==> config.mk <==
export PLATFORM = sky130hd
export DESIGN_NAME = reg_bank_read
export DESIGN_NICKNAME = d
export VERILOG_FILES = /design/src/rtl/reg_bank_read.sv
export SDC_FILE = /design/constraint.sdc
export NUM_CORES = 2
export LEC_CHECK = 0
export CAP_MARGIN = 40
export CORE_MARGIN = 10
export CORE_UTILIZATION = 30
export DETAILED_ROUTE_END_ITERATION = 10
export DONT_BUFFER_PORTS = 1
export HOLD_SLACK_MARGIN = 0.12
export PLACE_DENSITY = 0.53
export SYNTH_ARGS = -nofsm -noshare
export SYNTH_HDL_FRONTEND = slang
export SYNTH_SLANG_ARGS = --single-unit
==> constraint.sdc <==
create_clock -name clk -period 2.6 [get_ports clk]
set_clock_uncertainty 0.2 [all_clocks]
set_input_delay 0.78 -clock clk [delete_from_list [all_inputs] [get_ports clk]]
set_output_delay 0.78 -clock clk [all_outputs]
set_load 0.02 [all_outputs]
==> src/rtl/reg_bank_read.sv <==
// ---------------------------------------------------------------------------
// reg_bank_read
//   32x32 general-purpose register bank for the multicycle CPU datapath.
//   One write port (from the write-data mux), two registered read ports
//   (rs/rt, feeding registers A and B) and a sequential dump port that walks
//   all 32 registers for debug inspection. Register SP_INDEX leaves reset
//   holding SP_INIT (stack-pointer constant); register 0 is hard-wired to 0.
//
// Ports
//   clk         in   1   rising-edge clock
//   reset_n     in   1   asynchronous active-low reset
//   reg_write   in   1   write enable
//   write_reg   in   5   write address
//   write_data  in  32   write data
//   read_reg1   in   5   read address, port 1 (rs)
//   read_reg2   in   5   read address, port 2 (rt)
//   read_data1  out 32   registered read data, port 1
//   read_data2  out 32   registered read data, port 2
//   dump_start  in   1   one-cycle pulse starting a full-bank dump
//   dump_busy   out  1   high while a dump is in progress
//   dump_valid  out  1   dump_addr/dump_data valid this cycle
//   dump_addr   out  5   index of the register being dumped
//   dump_data   out 32   contents of register dump_addr
//
// Configuration
//   REG_BANK_BYPASS_EN  when defined, a read (or dump sample) of the address
//                       being written on the same edge captures write_data.
//                       Undefined: the pre-edge register contents are returned.
// ---------------------------------------------------------------------------
module reg_bank_read #(
  parameter logic [31:0] SP_INIT  = 32'd227,
  parameter int          SP_INDEX = 29
) (
  input  logic        clk,
  input  logic        reset_n,
  input  logic        reg_write,
  input  logic [4:0]  write_reg,
  input  logic [31:0] write_data,
  input  logic [4:0]  read_reg1,
  input  logic [4:0]  read_reg2,
  output logic [31:0] read_data1,
  output logic [31:0] read_data2,
  input  logic        dump_start,
  output logic        dump_busy,
  output logic        dump_valid,
  output logic [4:0]  dump_addr,
  output logic [31:0] dump_data
);

  typedef enum logic [0:0] {ST_IDLE = 1'b0, ST_RUN = 1'b1} state_e;

  state_e      state_q, state_d;
  logic [4:0]  cnt_q, cnt_d;
  logic [31:0] regs_q [32];
  logic [31:0] rd1_q, rd1_d;
  logic [31:0] rd2_q, rd2_d;
  logic        busy_q, busy_d;
  logic        valid_q, valid_d;
  logic [4:0]  daddr_q, daddr_d;
  logic [31:0] ddata_q, ddata_d;

  logic        wr_en_s;
  logic        hit1_s, hit2_s, hitd_s;

  // Register 0 is never written, which keeps it reading as zero.
  assign wr_en_s = reg_write && (write_reg != 5'd0);

`ifdef REG_BANK_BYPASS_EN
  assign hit1_s = wr_en_s && (read_reg1 == write_reg);
  assign hit2_s = wr_en_s && (read_reg2 == write_reg);
  assign hitd_s = wr_en_s && (cnt_q == write_reg);
`else
  assign hit1_s = 1'b0;
  assign hit2_s = 1'b0;
  assign hitd_s = 1'b0;
`endif

  // Register array: reset image (SP preset) and the single write port.
  always_ff @(posedge clk or negedge reset_n) begin
    if (!reset_n) begin
      for (int i = 0; i < 32; i++) begin
        regs_q[i] <= (i == SP_INDEX) ? SP_INIT : 32'd0;
      end
    end else if (wr_en_s) begin
      regs_q[write_reg] <= write_data;
    end
  end

  // FSM state, dump counter and all registered outputs.
  always_ff @(posedge clk or negedge reset_n) begin
    if (!reset_n) begin
      state_q <= ST_IDLE;
      cnt_q   <= 5'd0;
      rd1_q   <= 32'd0;
      rd2_q   <= 32'd0;
      busy_q  <= 1'b0;
      valid_q <= 1'b0;
      daddr_q <= 5'd0;
      ddata_q <= 32'd0;
    end else begin
      state_q <= state_d;
      cnt_q   <= cnt_d;
      rd1_q   <= rd1_d;
      rd2_q   <= rd2_d;
      busy_q  <= busy_d;
      valid_q <= valid_d;
      daddr_q <= daddr_d;
      ddata_q <= ddata_d;
    end
  end

  // Dump FSM next state. busy_q also covers the cycle showing addr 31,
  // during which the FSM is already IDLE but a new start must be ignored.
  always_comb begin
    state_d = state_q;
    case (state_q)
      ST_IDLE: begin
        if (dump_start && !busy_q) begin
          state_d = ST_RUN;
        end else begin
          state_d = ST_IDLE;
        end
      end
      ST_RUN: begin
        if (cnt_q == 5'd31) begin
          state_d = ST_IDLE;
        end else begin
          state_d = ST_RUN;
        end
      end
      default: state_d = ST_IDLE;
    endcase
  end

  // Next values of read ports, counter and dump outputs.
  always_comb begin
    rd1_d = hit1_s ? write_data : regs_q[read_reg1];
    rd2_d = hit2_s ? write_data : regs_q[read_reg2];
    // Busy rises with entry into RUN and stays through the addr-31 cycle.
    busy_d = (state_d == ST_RUN) || (state_q == ST_RUN);
    if (state_q == ST_RUN) begin
      cnt_d   = cnt_q + 5'd1;   // 31 + 1 wraps to 0
      valid_d = 1'b1;
      daddr_d = cnt_q;
      ddata_d = hitd_s ? write_data : regs_q[cnt_q];
    end else begin
      cnt_d   = 5'd0;
      valid_d = 1'b0;
      daddr_d = 5'd0;
      ddata_d = 32'd0;
    end
  end

  assign read_data1 = rd1_q;
  assign read_data2 = rd2_q;
  assign dump_busy  = busy_q;
  assign dump_valid = valid_q;
  assign dump_addr  = daddr_q;
  assign dump_data  = ddata_q;

endmodule
==> impl_metrics.json <==
{
  "fin_nets": 3966,
  "setup_viol": 21,
  "synthCells": 4031,
  "drtAntennaViolNets": 0,
  "p_per_area_nw_per_um2": 889,
  "power_frac_seq": 0.391,
  "portBuffers": 0,
  "period_needed_ns": 2.85,
  "dp_hpwl_um": 125000,
  "final_common_cell": "dfrtp_1",
  "setup_ws_ns": -0.254,
  "cp_data_required_time_ns": 3.04,
  "async_flop_share": 1.00,
  "core_area_um2": 215000,
  "cts_buffers": 119,
  "cp_top_family": "multiplexers",
  "met2_usage": 0.304,
  "place_area_um2": 69200,
  "cp-start-kind": "input pin",
  "fmax_mhz": 350,
  "globalplace.congestion": 0.765,
  "place_inst": 6557,
  "grt_pass1_wl_um": 321000,
  "min_path_type": "input pin to asynchronous set/reset pin",
  "peakVddDrop_mv": 0.819,
  "grt_pass1_vias": 40740,
  "overflow": 0,
  "h-tree-depth": 3,
  "cts_tree": "yes",
  "vias": 39942,
  "worstSetupPathType": "input pin to flip-flop",
  "critPathBufInv": 0,
  "grt_usage": 0.186,
  "p_sw_mw": 22.1,
  "synth_area_um2": 65100,
  "power_frac_comb": 0.346,
  "fin_hold_ws_ns": -0.472,
  "cts.clk_slew.worst_paths_ns": 0.06,
  "clk-insertion-delay-late_ns": 0.77,
  "swShare": 0.334,
  "root_buffer": "clkbuf_16",
  "syn_nets": 4084,
  "grt_max_degree": 257,
  "period_share": 1.10,
  "final_area_um2": 74100,
  "worst_path_most_repeated_cell": "mux4_2",
  "synthFlopType": "dfrtp_1",
  "maxSlewViolCount": 75,
  "status": "finished with violations",
  "cp.arrival_ns": 3.29,
  "synth-warning-count": 0,
  "total_power_mw": 66.0,
  "final_cell_mix": "dfrtp_1, mux2_2, mux4_2",
  "cap_violations": 0,
  "rsz0062_at_grt": "yes",
  "avgSynthCellArea_um2": 16.1,
  "ys_seq_area_frac": 0.436,
  "drc": 0,
  "yosys_register_bits": 1133,
  "rows": 170,
  "cellLeakagePower_nw": 30.3,
  "die_y_um": 486,
  "ioPinCount": 154,
  "die_w_um": 486,
  "wirelength_um": 224000,
  "relSlewSlack": -0.0432,
  "crit_slowest_cell": "mux4_2",
  "path_cells": "mux4_2 -> mux4_2 -> mux2_2",
  "die-area_um2": 236000,
  "drtIter0Drc": 3793,
  "synth-edff-count": 0,
  "top_usage_layer": "met2",
  "power_frac_clock": 0.263,
  "grt.met3_usage": 0.0328,
  "p_int_mw": 43.9,
  "initial_core_util": 0.302,
  "wl_per_cell_um": 32.7,
  "violations": "hold timing, slew limit, setup timing",
  "slowest_delay_ns": 1.01,
  "end_kind": "flip-flop",
  "drive_above_1_share": 0.583,
  "grt_util_met1": 0.251,
  "post_cts_buffers": 0,
  "antenna_found_initial": 32,
  "clock-sinks": 1133,
  "vias_per_cell": 5.83,
  "area_growth_syn_to_layout_pct": 13.9,
  "place_ws_ns": -1.73,
  "worst_pin_slew_ns": 1.56,
  "fin_setup_tns_ns": -1.87,
  "clockBufferDepth": 3,
  "fill_cells": 20564,
  "ys_types": 32,
  "critical_path.max_fanout": 256,
  "instances_no_fill": 6850,
  "timing.final.hold_violations": 70,
  "dr.pass1.iters": 5,
  "cts_hold_buffers": 39
}
-- final cells by class --
class | instances | area [um2] | share of cell area
Multi-Input combinational cell | 2410 | 34900 | 0.470
Sequential cell | 1133 | 28400 | 0.383
Tap cell | 2838 | 3550 | 0.0479
Clock buffer | 175 | 3460 | 0.0467
Timing Repair Buffer | 249 | 3450 | 0.0466
Clock inverter | 41 | 414 | 0.00559
Antenna cell | 4 | 10.0 | 0.000135
-- cells in the mapped netlist, drive strengths merged (3+ instances only) --
cell type	instances	area [um2]
nor4	33	206
nand2b	7	43.8
nor2b	71	444
a21oi	32	160
nand2	15	56.3
nor3	3	15.0
o21ai	32	160
a211oi	64	480
dfrtp	1128	28200
or3	3	18.8
and2	10	62.6
nand4b	3	26.3
mux4	832	18700
clkbuf	308	1160
dfstp	5	131
mux2i	129	1290
mux2	1088	12300
a22oi	64	480
nor2	14	52.6
buf	180	1010
-- final timing paths --
kind / from / to / slack (ns) / cells past startpoint
max: read_reg2[0] / read_data2[11] / -0.25 / 3
min: reset_n / read_data2[24] / -0.47 / 0
max reg2reg: cnt_q[0] / dump_data[31] / 0.02 / 8
min reg2reg: regs_q[1002] / regs_q[1002] / 0.22 / 0
max in group asynchronous: reset_n / regs_q[573] / 0.35 / 3
min in group clk: regs_q[1002] / regs_q[1002] / 0.22 / 0
-- sequential cells by signal, indices dropped and copies added (netlist names) --
register,flops
dump_addr,5
cnt_q,5
dump_valid,1
read_data2,32
read_data1,32
regs_q,1024
dump_data,32
dump_busy,1
state_q,1
-- timing repair --
action / in CTS / in global routing
endpoints found under the hold margin: 1257 / 202
gates resized for setup: 0 / 13
gates cloned: 3 / 0
setup endpoints to repair: 489 / 153
-- per-stage QoR --
step | hold slack [ns] | utilization
final | -0.472 | 0.344
after global routing | -0.527 | 0.344
after CTS | -0.536 | 0.342
after detailed placement | 0.205 | 0.322
after global placement | 0.198 | 0.322
after floorplan | 0.259 | -
-- worst reg2reg max path, cell delays in order, from the launching register on --
cell,delay [ns]
dfrtp_4,0.49
buf_12,0.18
buf_12,0.19
buf_4,0.20
mux2i_1,0.14
a22oi_1,0.25
a21oi_1,0.10
nor4_1,0.54
buf_4,0.24
-- kinds of logic after synthesis --
group,after synthesis,share of synthesized area
flip-flops,1133,0.436
AND/OR/NAND/NOR,165,0.0148
XOR/XNOR,2,0.000269
AO/OA/AOI/OAI,192,0.0197
adder cells (fa/ha/maj),2,0.000384
multiplexers,2049,0.496
buffers and inverters,488,0.0333
-- power by group through the flow --
| stage | Combinational, mW | Sequential, mW | Clock, mW |
|---|---|---|---|
| finish | 22.8 | 25.8 | 17.3 |
| global route | 24.1 | 26.4 | 18.4 |
| detailed placement | 22.3 | 26.1 | 0 |
| floorplan | 16.2 | 24.4 | 0 |
| CTS | 22.7 | 25.8 | 17.7 |
| global placement | 22.1 | 25.9 | 0 |
-- layer usage --
layer / vias up / wire, um
met5: - / 115
met4: 18 / 7720
met3: 372 / 14400
met2: 1563 / 109000
met1: 22162 / 93200
li1: 15827 / -
(Power assumes the default switching activity.)
